--- config.mk ---
export PLATFORM = sky130hd
export DESIGN_NAME = mod3_serial_scheduler
export DESIGN_NICKNAME = d
export VERILOG_FILES = /design/src/rtl/mod3_pkg.sv /design/src/rtl/mod3_step.sv /design/src/rtl/mod3_serial_scheduler.sv
export SDC_FILE = /design/constraint.sdc
export NUM_CORES = 1
export LEC_CHECK = 0
export CAP_MARGIN = 20
export CORE_ASPECT_RATIO = 0.9
export CORE_UTILIZATION = 36
export CTS_BUF_LIST = sky130_fd_sc_hd__clkbuf_8
export DETAILED_ROUTE_END_ITERATION = 12
export SLEW_MARGIN = 20
export SYNTH_ARGS = -nofsm -noshare
export SYNTH_HDL_FRONTEND = slang
export SYNTH_SLANG_ARGS = --single-unit
--- constraint.sdc ---
create_clock -name clk -period 2.67 [get_ports clk]
set_input_delay 0.6675 -clock clk [delete_from_list [all_inputs] [get_ports clk]]
set_output_delay 0.6675 -clock clk [all_outputs]
set_load 0.01 [all_outputs]
--- src/rtl/mod3_pkg.sv ---
// Shared definitions for the serial mod-3 scheduler: FSM states, widths and
// the remainder recurrence r' = (2r + b) mod 3.
package mod3_pkg;

    typedef enum logic [1:0] {
        IDLE  = 2'd0,
        SHIFT = 2'd1,
        DONE  = 2'd2
    } state_t;

    localparam int REM_W = 2;
    localparam int N_REQ = 2;

    function automatic logic [REM_W-1:0] mod3_next(input logic [REM_W-1:0] r,
                                                   input logic b);
        logic [REM_W-1:0] nxt;
        nxt = 2'd0;
        case ({r, b})
            3'b00_0: nxt = 2'd0;
            3'b00_1: nxt = 2'd1;
            3'b01_0: nxt = 2'd2;
            3'b01_1: nxt = 2'd0;
            3'b10_0: nxt = 2'd1;
            3'b10_1: nxt = 2'd2;
            default: nxt = 2'd0;
        endcase
        return nxt;
    endfunction

endpackage

--- src/rtl/mod3_step.sv ---
// One-bit-per-cycle remainder stage: folds the next MSB into a running
// remainder modulo 3.
module mod3_step
    import mod3_pkg::*;
(
    input  logic             clk,
    input  logic             reset,
    input  logic             clear,
    input  logic             en,
    input  logic             bit_in,
    output logic [REM_W-1:0] rem
);

    always_ff @(posedge clk or negedge reset) begin
        if (!reset) begin
            rem <= '0;
        end else if (clear) begin
            rem <= '0;
        end else if (en) begin
            rem <= mod3_next(rem, bit_in);
        end
    end

endmodule

--- src/rtl/mod3_serial_scheduler.sv ---
// Two-requester round-robin scheduler feeding a bit-serial divisible-by-3 test.
// Optional output rem (final remainder) is enabled by defining MOD3_REMAINDER_EN.
module mod3_serial_scheduler
    import mod3_pkg::*;
#(
    parameter int WIDTH = 8
) (
    input  logic             clk,
    input  logic             reset,
    input  logic [N_REQ-1:0] req,
    input  logic [WIDTH-1:0] word0,
    input  logic [WIDTH-1:0] word1,
    output logic [N_REQ-1:0] ack,
    output logic             busy,
    output logic             done,
    output logic             done_id,
    output logic             is_mult
`ifdef MOD3_REMAINDER_EN
    ,
    output logic [REM_W-1:0] rem
`endif
);

    localparam int CNT_W = $clog2(WIDTH + 1);
    localparam logic [CNT_W-1:0] CNT_LOAD = CNT_W'(WIDTH);

    state_t           state;
    logic [WIDTH-1:0] shreg;
    logic [CNT_W-1:0] cnt;
    logic             last;
    logic             grant;
    logic             capture;
    logic [REM_W-1:0] r;

    // On a tie the requester not served last wins; a lone requester always wins.
    always_comb begin
        grant = 1'b0;
        if (req == 2'b11) begin
            grant = ~last;
        end else begin
            grant = ~req[0];
        end
    end

    assign capture = (state == IDLE) && (req != '0);

    always_ff @(posedge clk or negedge reset) begin
        if (!reset) begin
            state   <= IDLE;
            cnt     <= '0;
            last    <= 1'b1;
            ack     <= '0;
            busy    <= 1'b0;
            done    <= 1'b0;
            done_id <= 1'b0;
        end else begin
            ack     <= '0;
            done    <= 1'b0;
            done_id <= 1'b0;
            case (state)
                IDLE: begin
                    if (capture) begin
                        state <= SHIFT;
                        cnt   <= CNT_LOAD;
                        last  <= grant;
                        ack   <= grant ? 2'b10 : 2'b01;
                        busy  <= 1'b1;
                    end
                end
                SHIFT: begin
                    cnt <= cnt - 1'b1;
                    if (cnt == CNT_W'(1)) begin
                        state   <= DONE;
                        done    <= 1'b1;
                        done_id <= last;
                    end
                end
                DONE: begin
                    state <= IDLE;
                    busy  <= 1'b0;
                end
                default: begin
                    state <= IDLE;
                    busy  <= 1'b0;
                end
            endcase
        end
    end

    // Operand datapath carries no reset; it is reloaded on every capture.
    always_ff @(posedge clk) begin
        if (capture) begin
            shreg <= grant ? word1 : word0;
        end else if (state == SHIFT) begin
            shreg <= {shreg[WIDTH-2:0], 1'b0};
        end
    end

    mod3_step u_step (
        .clk    (clk),
        .reset  (reset),
        .clear  (capture),
        .en     (state == SHIFT),
        .bit_in (shreg[WIDTH-1]),
        .rem    (r)
    );

    assign is_mult = done && (r == '0);

`ifdef MOD3_REMAINDER_EN
    assign rem = done ? r : '0;
`endif

endmodule

==> metrics.md, run 1 <==
| Metric | Value |
|---|---|
| Status | `finished, final reports clean` |
| Postcts setup bufs | `0` |
| Cell family with most CP delay | `buffers and inverters` |
| CP Depth | `2` |
| Setup tns final | `0 ns` |
| Hold crit path type | `register to register` |
| Peak Freq | `0.4761 GHz` |
| First-pass GRT wire length | `3332 µm` |
| Die W | `58.24 µm` |
| Cell Chain, Critical Path | `nor3b_1 -> clkdlybuf4s50_1` |
| Slowest cell on crit path | `clkdlybuf4s50_1` |
| Starting DRC count in detailed routing | `12` |
| DR vias/cell | `around 5.0` |
| WP data arrival | `approximately 1.4 ns` |
| Clock Tree Buf Depth | `2` |
| CP peak stage delay | `0.56 ns` |
| Reg-to-reg startpoint | `state[1]` |
| Avg Inst Size Synth | `12.20 µm²` |
| Min Hold Slack | `slightly above 0.5 ns` |
| Synthesized flop and latch total | `22` |
| Vias in the first global route | `approximately 720` |
| Period minus WS final | `2.100 ns` |
| Worst R2R End | `cnt[3]` |
| Max-slew headroom | `0.5725` |
| Post-Synthesis Cells | `84` |
| Gpl congestion | `roughly 0.73` |
| # IOs | `26` |
| Share of cells above drive strength 1 | `0.09091` |
| Flop2flop setup slack | `around 1.1 ns` |
| H-tree depth | `1` |
| CTS Sinks | `22` |
| Least-Margin Pin Slew | `around 0.64 ns` |
| Die area | `just over 3000 µm²` |
| Num CTS Buffers | `3` |
| Area leader, netlist | `dfrtp_1` |
| WL final | `around 1900 µm` |
| Initial antenna violation count | `0` |
| Fin. max-slew vios | `0` |
| Starting Density | `0.3982` |
| CTS tree | `done` |
| NumNets Final | `about 130` |
| Drc violations | `0` |
| P&R area growth vs syn | `31.87%` |
| Core ar. | `2574 µm²` |
| GRT Util Overall | `0.1483` |
| Final setup viols | `0` |
| CP Max Fanout | `5` |
| Pin count of the biggest net entering global routing | `15` |
| Leak Pwr | `approximately 0.55 nW` |
| Fin crit share | `0.7866` |
| Grt total ovfl | `0` |
| CTS Root Buffer Type | `clkbuf_8` |
| Critical path required time | `approximately 2 ns` |
| Pwr dens | `approximately 990 nW/µm²` |
| Maximum VDD drop | `~450 µV` |
| Worst r2r path cells | `3` |
| Skew final | `about 0.008 ns` |
| Num rows | `17` |
| Yosys top cell area share | `0.3175` |
| Antenna-violating nets left | `0` |
| Synth top area cells | `dfrtp_1, edfxtp_1, a221o_1` |
| Antenna Cells | `0` |
| Hold_buf cts | `0` |
| Crit end category | `output port` |
| CP startpoint kind | `register` |
| Crit Path Category | `register to output port` |
| WL/cell | `roughly 13 µm` |
| DP HPWL | `between 1000 and 1500 µm` |
| Die height | `between 50 and 60 µm` |
| Hold Fails Final Rpt | `0` |
| Syn Nets | `around 110` |
| Seq/Total Area, Yosys | `0.5775` |
| WP buf/inv | `1` |
| Clock transition at path regs | `approximately 0.070 ns` |
| RSZ-0062 raised after global routing | `no` |
| Via count | `737` |
| Synth Warn # | `0` |
| Critical Path Sink | `is_mult` |
| Post-CTS sizing | `0` |
| First drt pass iteration count | `4` |
| Clk Latency, worst-skew pair | `about 0.26 ns` |
| Mapped Area | `a little over 1000 µm²` |
| Worst Setup SP | `u_step.rem[1]` |
| I/O Buffers | `25` |
| Unique cell type count in the Yosys netlist | `32` |
| Max-cap violations | `0` |
==> worst register-to-register path, delay by kind of cell (launching register included) <==
kind          cells  cell delay (ns)
mux               1             0.37
flops             1             0.42
simple gates      2             0.66
==> how the worst min path moves through the flow <==
stage / cells past startpoint / slack, ns / from / end
2_1_floorplan: 0 / 0.37 / reset / ack[0]
3_3_place_gp: 1 / 0.50 / cnt[2] / cnt[2]
3_5_place_dp: 1 / 0.51 / cnt[2] / cnt[2]
4_1_cts: 1 / 0.52 / cnt[2] / cnt[2]
5_1_grt: 1 / 0.55 / cnt[2] / cnt[2]
6_report: 1 / 0.51 / cnt[2] / cnt[2]
==> synthesized netlist by cell type, drive strengths merged <==
library cell  instances
dfrtp                13
edfxtp                8
a221o                 7
o21a                  7
o21ai                 7
buf                   5
inv                   4
o211ai                4
nand2                 3
and3                  2
ha                    2
nand2b                2
nor2                  2
nor2b                 2
nor3b                 2
a21o                  1
a22o                  1
a31o                  1
and2                  1
dfstp                 1
mux2                  1
nand3                 1
nand3b                1
nor3                  1
nor4                  1
or2                   1
or3                   1
or4b                  1
xnor2                 1
==> state kept, by name, summed over array words and instances (netlist names) <==
| signal | count |
|---|---|
| last | 1 |
| done_id | 1 |
| busy | 1 |
| cnt | 4 |
| ack | 2 |
| done | 1 |
| u_step.rem | 2 |
| state | 2 |
| shreg | 8 |
==> layout by cell type (no fill, tap or decap), drive strengths merged, types with 2 or more instances in the layout <==
cell           count
a221o              7
nor2               2
inv                4
edfxtp             8
nand2b             2
nand2              3
dfrtp             13
clkdlybuf4s50     25
o21a               7
o211ai             4
nor2b              2
buf                2
clkbuf             3
nor3b              2
ha                 2
and3               2
o21ai              7
==> layout make-up <==
cell class | count | area [µm²]
Fill cell | 231 | 1222
Sequential cell | 22 | 591.8
Multi-Input combinational cell | 53 | 386.6
Timing Repair Buffer | 27 | 265.3
Tap cell | 38 | 47.55
Clock buffer | 3 | 41.29
Inverter | 4 | 15.01
Clock inverter | 1 | 3.754
==> stage by stage <==
stage / cells / area [µm²] / utilization / setup WS (ns) / power [mW]
floorplan: 84 / 1025 / - / 1.086 / 0.9855
global placement: 144 / 1306 / 0.5075 / 0.5320 / 1.123
detailed placement: 144 / 1306 / 0.5075 / 0.4883 / 1.145
CTS: 148 / 1351 / 0.5250 / 0.5502 / 1.357
global route: 148 / 1351 / 0.5250 / 0.4908 / 1.443
finish: 148 / 1351 / 0.5250 / 0.5697 / 1.332
==> per-layer routing <==
layer / track usage / vias to the layer above / routed length (µm) / part of all wire
met2: 0.2529 / 21 / 938 / 0.48
met5: 0 / - / 0 / 0
li1: - / 370 / - / -
met3: 0.04444 / 2 / 93 / 0.048
met1: 0.1842 / 344 / 900 / 0.46
met4: 0.03571 / 0 / 11 / 0.0057
==> report_power, final <==
part	switching (mW)	internal (mW)	total, mW
Sequential	0.0879	0.533	0.620
Clock	0.105	0.103	0.207
Combinational	0.237	0.267	0.504
==> cell families after synthesis <==
family                   count (synthesis)  synth area share
buffers and inverters                    9           0.04517
multiplexers                             1           0.01099
adder cells (fa/ha/maj)                  2           0.02442
XOR/XNOR                                 1          0.008549
AND/OR/NAND/NOR                         21            0.1233
AO/OA/AOI/OAI                           28            0.2100
flip-flops                              22            0.5775
(Power assumes the default switching activity.)
==> run 2, diff against run 1 <==
==> constraint.sdc (replaced) <==
create_clock -name clk -period 1.95 [get_ports clk]
set_input_delay 0.4875 -clock clk [delete_from_list [all_inputs] [get_ports clk]]
set_output_delay 0.4875 -clock clk [all_outputs]
set_load 0.01 [all_outputs]
==> run 2 against run 1 <==
Global-route usage about the same. First-iteration DRC count up 50%. Flip-flop and latch count unchanged. Combinational power up 45%. Via count up 1.5%. Cell count up 2.0%. Sequential share of layout area down 0.80 points. Non-clock buffer count up 3. Critical path depth up 2.
==> metrics.md, run 2 (synthesis gave the netlist of run 1 again) <==
| Metric | Value |
|---|---|
| Postcts setup bufs | `0` |
| Grt total ovfl | `0` |
| Most frequent cells in the layout | `clkdlybuf4s50_1, dfrtp_1, edfxtp_1` |
| CTS tree | `done` |
| Fin util | `0.5348` |
| Antenna Cells | `0` |
| Top reg by flops | `shreg` |
| Flop2flop setup slack | `~0.43 ns` |
| Leak Pwr | `around 0.59 nW` |
| CP startpoint kind | `primary input` |
| GRT Util Overall | `0.1480` |
| First-pass GRT wire length | `3318 µm` |
| Status | `finished, final reports clean` |
| WP data arrival | `roughly 1.7 ns` |
| Starting DRC count in detailed routing | `18` |
| Period minus WS final | `~1.7 ns` |
| Non-Filler Instances | `between 150 and 200` |
| Core ar. | `2574 µm²` |
| Final setup viols | `0` |
| Max FFs per register | `8` |
| Die height | `52.62 µm` |
| Fin crit share | `0.8712` |
| Peak Freq | `slightly below 0.6 GHz` |
| Most common cell after layout, fill and taps aside | `clkdlybuf4s50_1` |
| Critical Path Sink | `shreg[3]` |
| Max-cap violations | `0` |
| Placed instance count | `147` |
| Clock transition at path regs | `0.08 ns` |
| Least-Margin Pin Slew | `~0.43 ns` |
| Hold Fails Final Rpt | `0` |
| Fin. max-slew vios | `0` |
| Hold crit path type | `primary input to asynchronous set/reset pin` |
| Crit end category | `register` |
| Reg-to-reg startpoint | `state[1]` |
| Clock Tree Buf Depth | `2` |
| Gpl congestion | `around 0.73` |
| H-tree depth | `1` |
| Skew final | `roughly 0.0021 ns` |
| Worst Setup SP | `req[1]` |
| Hold_buf cts | `0` |
| Tot Pwr | `approximately 1.9 mW` |
| Die area | `~3100 µm²` |
| Setup tns final | `0 ns` |
| Initial antenna violation count | `0` |
| WL final | `about 2000 µm` |
| First drt pass iteration count | `3` |
| Num CTS Buffers | `3` |
| Crit Path Category | `primary input to register` |
| Biggest regs | `shreg x8, cnt x4` |
| # IOs | `26` |
| Pin count of the biggest net entering global routing | `15` |
| Drc violations | `0` |
| I/O Buffers | `25` |
| WL/cell | `12.99 µm` |
| Via count | `748` |
| Worst r2r path cells | `3` |
| Pwr dens | `1352 nW/µm²` |
| Critical path required time | `around 2.0 ns` |
| Post-route cell area | `between 1000 and 1500 µm²` |
| Die W | `around 58 µm` |
| Share of cells above drive strength 1 | `0.1150` |
| CP Max Fanout | `9` |
| Starting Density | `0.3982` |
| Area after DPL | `approximately 1300 µm²` |
| Clk Latency, worst-skew pair | `approximately 0.26 ns` |
| Post-CTS sizing | `0` |
| Worst R2R End | `cnt[3]` |
| Num rows | `17` |
| NumNets Final | `136` |
| CTS Root Buffer Type | `clkbuf_8` |
| RSZ-0062 raised after global routing | `no` |
| CTS Sinks | `22` |
| DR vias/cell | `4.954` |
| P&R area growth vs syn | `34.31%` |
| Max-slew headroom | `0.7132` |
| DP HPWL | `1486 µm` |
| Vias in the first global route | `744` |
| Maximum VDD drop | `approximately 500 µV` |
| Antenna-violating nets left | `0` |
## run 2: cell types whose count changed in the layout (fill, tap and decap cells not counted), sizes merged
| cell | before | now |
|---|---|---|
| buf | 2 | 5 |
| clkdlybuf4s50 | 25 | 24 |
| dlymetal6s2s | 0 | 1 |
## run 2: layout make-up
type | count | area (µm²)
Timing Repair Buffer | 30 | 290.3
Fill cell | 224 | 1197
Clock inverter | 1 | 3.754
Sequential cell | 22 | 591.8
Clock buffer | 3 | 41.29
Inverter | 4 | 15.01
Tap cell | 38 | 47.55
Multi-Input combinational cell | 53 | 386.6
## run 2: power by group
| group | switching [mW] | total, mW | internal, mW |
|---|---|---|---|
| combinational | 0.336 | 0.730 | 0.394 |
| sequential | 0.119 | 0.847 | 0.728 |
| clock | 0.144 | 0.284 | 0.140 |
| total | 0.599 | 1.86 | 1.26 |
## run 2: worst min-delay path by stage
stage | start | end | depth (start not counted)
CTS | cnt[2] | cnt[2] | 1
finish | reset | ack[1] | 2
global placement | cnt[2] | cnt[2] | 1
floorplan | reset | ack[0] | 0
global route | reset | ack[1] | 2
detailed placement | cnt[2] | cnt[2] | 1
## run 2: critical path, cell delays in order
cell	delay, ns
clkdlybuf4s50_1	0.51
nand2b_1	0.07
and3_1	0.27
a221o_1	0.38
## run 2: routing by layer
metal	wire length, µm	vias to the layer above	GRT usage
met5	0	-	0
met4	0	0	0.02381
met3	105	0	0.05185
met2	956	21	0.2663
met1	898	355	0.1726
li1	-	372	-
## run 2: stage by stage
step	hold slack, ns	worst slack (ns)
after detailed placement	0.5115	-0.02872
after global placement	0.5016	-0.006732
after floorplan	0.1919	0.5130
after global routing	0.5492	0.2135
final	0.5269	0.2511
after CTS	0.5221	0.007137
==> run 3, diff against run 2 <==
--- a/config.mk
+++ b/config.mk
@@ -9,6 +9,7 @@
 export CORE_ASPECT_RATIO = 0.9
 export CORE_UTILIZATION = 36
 export CTS_BUF_LIST = sky130_fd_sc_hd__clkbuf_8
+export CTS_CLUSTER_SIZE = 20
 export DETAILED_ROUTE_END_ITERATION = 12
 export SLEW_MARGIN = 20
 export SYNTH_ARGS = -nofsm -noshare
==> results of run 3 <==
Same layout as run 2: the final DEF is identical, and so are final timing and power.
